--- src/rtl/dac_sample_out_if.sv ---
// Sample stream into the DAC output stage: signed samples over valid/ready.
// A transfer occurs on any rising clk edge where s_valid && s_ready are both high.
// The source holds s_data/s_valid stable until the transfer completes.
// s_ready may change without regard to s_valid.
interface dac_sample_out_if #(
  parameter int IN_WIDTH = 18
);
  logic signed [IN_WIDTH-1:0] s_data;
  logic                       s_valid;
  logic                       s_ready;

  modport master (output s_data, output s_valid, input s_ready);
  modport slave  (input s_data, input s_valid, output s_ready);
endinterface

--- src/rtl/dac_sample_out.sv ---
// DAC output stage: saturating signed->offset-binary conversion, priming FIFO, tick-driven output.
// Optional feature: define DAC_UNDERRUN_CNT_EN to add the saturating underrun_cnt port.
module dac_sample_out #(
  parameter int IN_WIDTH    = 18,
  parameter int DAC_WIDTH   = 14,
  parameter int FIFO_DEPTH  = 16,
  parameter int PRIME_LEVEL = 8
) (
  input  logic                          clk,
  input  logic                          rst,
  dac_sample_out_if.slave               s_if,
  input  logic                          dac_tick,
  output logic [DAC_WIDTH-1:0]          dac_out,
  output logic                          running,
  output logic                          sat_pulse,
  output logic                          underrun,
  output logic [$clog2(FIFO_DEPTH):0]   fill_level
`ifdef DAC_UNDERRUN_CNT_EN
  ,
  output logic [15:0]                   underrun_cnt
`endif
);

  localparam int AW = $clog2(FIFO_DEPTH);
  localparam int CW = AW + 1;

  localparam logic [CW-1:0] DEPTH_C = CW'(FIFO_DEPTH);
  localparam logic [CW-1:0] PRIME_C = CW'(PRIME_LEVEL);

  localparam logic signed [IN_WIDTH-1:0] MAX_IN = IN_WIDTH'(2 ** (DAC_WIDTH - 1) - 1);
  localparam logic signed [IN_WIDTH-1:0] MIN_IN = IN_WIDTH'(-(2 ** (DAC_WIDTH - 1)));
  localparam logic [DAC_WIDTH-1:0]       MIDSCALE = {1'b1, {(DAC_WIDTH - 1){1'b0}}};

  localparam logic [0:0] ST_PRIME = 1'b0;
  localparam logic [0:0] ST_RUN   = 1'b1;

  logic [0:0]           state;
  logic [AW-1:0]        wr_ptr;
  logic [AW-1:0]        rd_ptr;
  logic [CW-1:0]        count;
  logic [DAC_WIDTH-1:0] mem [FIFO_DEPTH];

  logic signed [IN_WIDTH-1:0] in_s;
  logic                       clip_hi;
  logic                       clip_lo;
  logic [DAC_WIDTH-1:0]       clipped;
  logic [DAC_WIDTH-1:0]       conv_word;

  logic push;
  logic pop;
  logic underrun_ev;

  assign s_if.s_ready = (count < DEPTH_C);
  assign fill_level   = count;
  assign running      = (state == ST_RUN);

  assign push        = s_if.s_valid && s_if.s_ready;
  assign pop         = (state == ST_RUN) && dac_tick && (count != '0);
  assign underrun_ev = (state == ST_RUN) && dac_tick && (count == '0);

  // Clip to the DAC's signed range, then flipping the MSB yields offset binary.
  always_comb begin
    in_s    = s_if.s_data;
    clip_hi = (in_s > MAX_IN);
    clip_lo = (in_s < MIN_IN);
    if (clip_hi) begin
      clipped = MAX_IN[DAC_WIDTH-1:0];
    end else if (clip_lo) begin
      clipped = MIN_IN[DAC_WIDTH-1:0];
    end else begin
      clipped = in_s[DAC_WIDTH-1:0];
    end
    conv_word = {~clipped[DAC_WIDTH-1], clipped[DAC_WIDTH-2:0]};
  end

  // Storage array carries no reset; occupancy and pointers define validity.
  always_ff @(posedge clk) begin
    if (push) begin
      mem[wr_ptr] <= conv_word;
    end
  end

  always_ff @(posedge clk or posedge rst) begin
    if (rst) begin
      wr_ptr <= '0;
      rd_ptr <= '0;
      count  <= '0;
    end else begin
      if (push) begin
        wr_ptr <= wr_ptr + AW'(1);
      end
      if (pop) begin
        rd_ptr <= rd_ptr + AW'(1);
      end
      case ({push, pop})
        2'b10:   count <= count + CW'(1);
        2'b01:   count <= count - CW'(1);
        default: count <= count;
      endcase
    end
  end

  // PRIME waits on the registered count, so RUN starts one cycle after the level is reached.
  always_ff @(posedge clk or posedge rst) begin
    if (rst) begin
      state <= ST_PRIME;
    end else begin
      case (state)
        ST_PRIME: if (count >= PRIME_C) state <= ST_RUN;
        ST_RUN:   if (underrun_ev) state <= ST_PRIME;
        default:  state <= ST_PRIME;
      endcase
    end
  end

  always_ff @(posedge clk or posedge rst) begin
    if (rst) begin
      dac_out   <= MIDSCALE;
      sat_pulse <= 1'b0;
      underrun  <= 1'b0;
    end else begin
      if (pop) begin
        dac_out <= mem[rd_ptr];
      end
      sat_pulse <= push && (clip_hi || clip_lo);
      underrun  <= underrun_ev;
    end
  end

`ifdef DAC_UNDERRUN_CNT_EN
  always_ff @(posedge clk or posedge rst) begin
    if (rst) begin
      underrun_cnt <= '0;
    end else if (underrun_ev && (underrun_cnt != 16'hFFFF)) begin
      underrun_cnt <= underrun_cnt + 16'd1;
    end
  end
`endif

endmodule

--- src/flat_wrapper.sv ---
// flat-port wrapper written by rule: the top's interface ports become plain ports
module dac_sample_out_flat 
#(
  parameter int IN_WIDTH    = 18,
  parameter int DAC_WIDTH   = 14,
  parameter int FIFO_DEPTH  = 16,
  parameter int PRIME_LEVEL = 8
)
  (clk, rst, dac_tick, dac_out, running, sat_pulse, underrun, fill_level, s_if_s_data, s_if_s_valid, s_if_s_ready);
  dac_sample_out_if #(.IN_WIDTH(IN_WIDTH)) s_if_i ();
  input  logic clk;
  input  logic rst;
  input  logic dac_tick;
  output logic [DAC_WIDTH-1:0] dac_out;
  output logic running;
  output logic sat_pulse;
  output logic underrun;
  output logic [$clog2(FIFO_DEPTH):0] fill_level;
  input wire logic [$bits(s_if_i.s_data)-1:0] s_if_s_data;
  input wire logic [$bits(s_if_i.s_valid)-1:0] s_if_s_valid;
  output wire logic [$bits(s_if_i.s_ready)-1:0] s_if_s_ready;
  assign s_if_i.s_data = s_if_s_data;
  assign s_if_i.s_valid = s_if_s_valid;
  assign s_if_s_ready = s_if_i.s_ready;
  dac_sample_out #(.IN_WIDTH(IN_WIDTH), .DAC_WIDTH(DAC_WIDTH), .FIFO_DEPTH(FIFO_DEPTH), .PRIME_LEVEL(PRIME_LEVEL)) u_core (.clk(clk), .rst(rst), .s_if(s_if_i), .dac_tick(dac_tick), .dac_out(dac_out), .running(running), .sat_pulse(sat_pulse), .underrun(underrun), .fill_level(fill_level));
endmodule
--- config.mk ---
export PLATFORM = sky130hd
export DESIGN_NAME = dac_sample_out_flat
export DESIGN_NICKNAME = d
export VERILOG_FILES = /design/src/rtl/dac_sample_out_if.sv /design/src/rtl/dac_sample_out.sv /design/src/flat_wrapper.sv
export SDC_FILE = /design/constraint.sdc
export NUM_CORES = 1
export LEC_CHECK = 0
export CORE_MARGIN = 2
export CORE_UTILIZATION = 56
export DETAILED_ROUTE_END_ITERATION = 8
export HOLD_SLACK_MARGIN = 0.02
export PLACE_DENSITY_LB_ADDON = 0.3
export SLEW_MARGIN = 20
export SYNTH_ARGS = -nofsm -noshare
export SYNTH_HDL_FRONTEND = slang
export SYNTH_SLANG_ARGS = --single-unit
--- constraint.sdc ---
create_clock -name clk -period 3.2 [get_ports clk]
set_input_delay 0.64 -clock clk [delete_from_list [all_inputs] [get_ports clk]]
set_output_delay 0.64 -clock clk [all_outputs]
set_load 0.005 [all_outputs]
==> impl_metrics.env <==
export IMPL_synth_edff_count=224
export IMPL_clock_sinks=254
export IMPL_first_pass_grt_wire_length_mm=32.3
export IMPL_max_cap_violations=0
export IMPL_netlist_instances=517
export IMPL_reg2regPathDepth=10
export IMPL_fill_cells=1188
export IMPL_grt_use_total_pct=22.1
export IMPL_max_slew_margin_pct=47.0
export IMPL_flip_flop_and_latch_count_after_synthesis=254
export IMPL_worst_setup_path_start_kind="flip-flop"
export IMPL_die_height_microns=139
export IMPL_io_buffer_count=44
export IMPL_worstReg2RegEnd="u_core.fill_level[4]"
export IMPL_coreArea_sq_mm=0.0179
export IMPL_synthFlopType="edfxtp_1"
export IMPL_viasPerCell=6.08
export IMPL_period_share_pct=87.4
export IMPL_placement_setup_worst_slack_ns=0.328
export IMPL_worstPathRequired_ns=3.60
export IMPL_grt_setup_unrepaired="no"
export IMPL_dp_hpwl_mm=12.8
export IMPL_place_gp_congestion=0.813
export IMPL_initial_core_util_pct=56.8
export IMPL_async_reset_ff_share_pct=11.8
export IMPL_synth_top_area_share_pct=66.1
export IMPL_via_count=5094
export IMPL_synthesis_yosys_warnings=0
export IMPL_cellPowerDensity_mw_per_mm2=849
export IMPL_cts_inserted_buffers=26
export IMPL_area_delta_synth_final_pct=15.9
export IMPL_grt_remaining_overflow=0
export IMPL_antenna_found_initial=0
export IMPL_final_net_count=622
export IMPL_worst_ir_drop_vdd_mv=0.507
export IMPL_worstSetupEndpointType="flip-flop"
export IMPL_synthesized_area_fraction_occupied_by_and_or_nand_nor_cells_pct=3.05
export IMPL_drv_slew=0
export IMPL_critical_path_reg2reg_startpoint="u_core.fill_level[1]"
export IMPL_worst_margin_pin_slew_ns=0.796
export IMPL_clock_skew_ns=0.00894
export IMPL_setup_worst_path_start="u_core.fill_level[1]"
export IMPL_final_setup_viol_count=0
export IMPL_synthXorXnorAreaFrac_pct=0.947
export IMPL_post_drt_wl_per_cell_microns=25.0
export IMPL_postRouteAntennaNets=0
export IMPL_design_power_total_mw=10.0
export IMPL_total_leakage_power_nw=4.03
export IMPL_worst_setup_path_type="flip-flop to flip-flop"
export IMPL_synth_top_family_by_area="multiplexers"
export IMPL_design_portCount=45
export IMPL_drt_pre_antenna_iters=5
export IMPL_die_area_sq_mm=0.0193
export IMPL_synth_compound_gate_area_share_pct=5.03
export IMPL_result_of_the_run="finished clean"
export IMPL_final_setup_worst_slack_ns=0.404
export IMPL_antenna_cells=0
export IMPL_postCtsSetupBuffers=0
export IMPL_totalNegativeSetupSlack_ns=0
export IMPL_synth_top_cells_by_area="edfxtp_1 (66%), mux4_2 (12%), dfrtp_1 (7.1%), mux2i_1 (1.4%), a211o_1 (1.2%)"
export IMPL_part_of_the_yosys_area_used_for_sequential_elements_pct=73.5
export IMPL_netlist_cell_type_count=40
export IMPL_timing_final_crit_period_ns=2.80
export IMPL_fp_dieW_microns=139
export IMPL_tritoncts="yes"
export IMPL_area_share_of_fa_ha_maj_cells_after_synthesis_pct=1.11
export IMPL_fmaxAchievable_ghz=0.358
export IMPL_drive_above_1_share_pct=22.7
export IMPL_critical_path_max_fanout=9
export IMPL_postCtsResizedCells=0
export IMPL_cts_path_max_buffers=3
export IMPL_clk_latency_ns=0.51
export IMPL_r2r_setup_slack_ns=0.40
export IMPL_drt_initial_drc_count=374
export IMPL_grt_pass1_vias=5517
export IMPL_hold_violations=0
export IMPL_grt_start_max_net_pins=33
export IMPL_worstSetupEndpoint="u_core.fill_level[4]"
export IMPL_timing_critical_path_arrival_ns=3.20
export IMPL_clk_pin_slew_ns=0.06
export IMPL_ctsHtreeMaxLevel=1
export IMPL_postSynthNetCount=548
export IMPL_synth_mux_area_fraction_pct=13.9
export IMPL_syn_mean_instance_area_sq_um=19.7
export IMPL_synth_area_sq_mm=0.0102
export IMPL_wirelength_mm=20.9
export IMPL_yosys_area_top_type="edfxtp_1"
export IMPL_rows=49
export IMPL_hp_class="input port to async pin"
export IMPL_drt_drc_violations_left=0
export IMPL_hold_fix_buffers_at_cts=0
export IMPL_root_buffer="clkbuf_16"
[cells in the final DEF (no fill, tap or decap), types with 6 or more instances in the layout]
| cell type | count |
|---|---|
| a21oi_1 | 18 |
| a211o_1 | 14 |
| nand2_1 | 13 |
| clkdlybuf4s50_1 | 44 |
| clkbuf_1 | 6 |
| inv_1 | 7 |
| buf_4 | 32 |
| a22o_1 | 14 |
| edfxtp_1 | 224 |
| nor2_1 | 16 |
| mux2i_1 | 14 |
| mux4_2 | 56 |
| clkbuf_16 | 27 |
| o21a_1 | 13 |
| ha_1 | 9 |
| dfrtp_1 | 26 |
| nor2b_1 | 16 |
| xnor2_1 | 8 |
[logic make-up (layout without fill, tap and decap cells)]
group                      count (synthesis)  in the layout
AOI/OAI and AO/OA                         69             69
xor gates and xnor gates                  11             11
and+or+nand+nor                           61             61
adders and majority gates                  9              9
buffers and inverters                     42            134
muxes                                     71             71
DFF                                      254            254
[cell type report]
type                    count  area (sq um)  share of cell area [%]
clock buffers              33           698                    5.92
clock inverters            13          90.1                   0.764
inverters                   9          33.8                   0.286
multi-input cells         221          2460                    20.9
flip-flops and latches    254          7480                    63.4
well taps                 229           287                    2.43
repair buffers             79           741                    6.28
[per-stage QoR]
stage	hold WS (ns)	cell area (sq um)	std cells	util [%]
after floorplan	0.498	10200	517	-
after global placement	0.493	11000	792	61.5
after detailed placement	0.498	11000	792	61.5
after CTS	0.382	11800	838	65.9
after global routing	0.402	11800	838	65.9
final	0.383	11800	838	65.9
[routing by layer]
metal / wire, microns / share of wire [%] / GRT usage (%) / vias to the layer above
met2: 10400 / 50 / 37.2 / 199
met1: 8720 / 42 / 30.7 / 2633
met3: 1410 / 6.8 / 4.04 / 32
met5: 0 / 0 / 0 / -
li1: - / - / - / 2230
met4: 394 / 1.9 / 5.42 / 0
[Yosys cell counts (13+ instances only)]
cell        n
mux2i_1    14
edfxtp_1  224
a22o_1     14
nor2_1     16
nor2b_1    16
nand2_1    13
a211o_1    14
clkbuf_1   13
a21oi_1    18
o21a_1     13
mux4_2     56
dfrtp_1    29
[critical path, cell delays in order, from the launching register on]
cell,delay (ns)
dfrtp_1,0.49
or4_4,0.60
o21bai_4,0.15
inv_2,0.07
ha_1,0.31
xor2_1,0.18
ha_1,0.23
o211a_1,0.22
o31ai_1,0.20
a31oi_1,0.08
xnor2_1,0.14
[power breakdown]
group          switching (mW)  internal, mW
registers               0.448          4.00
clock network            1.18          1.62
logic                    1.26          1.52
total                    2.88          7.13
[registers in the layout, summed over array words and instances (netlist names)]
| name | cells |
|---|---|
| u_core.mem | 224 |
| u_core.dac_out | 14 |
| u_core.fill_level | 5 |
| u_core.rd_ptr | 4 |
| u_core.wr_ptr | 4 |
| u_core.running | 1 |
| u_core.sat_pulse | 1 |
| u_core.underrun | 1 |
[worst min-delay path by stage]
stage / from / slack (ns) / end / cells past startpoint
2_1_floorplan: u_core.dac_out[1] / 0.50 / u_core.dac_out[1] / 1
3_3_place_gp: u_core.dac_out[5] / 0.49 / u_core.dac_out[5] / 1
3_5_place_dp: u_core.dac_out[1] / 0.50 / u_core.dac_out[1] / 1
4_1_cts: rst / 0.38 / u_core.fill_level[0] / 2
5_1_grt: rst / 0.40 / u_core.fill_level[0] / 2
6_report: rst / 0.38 / u_core.fill_level[0] / 2
Power figures use the tool's default switching activity.
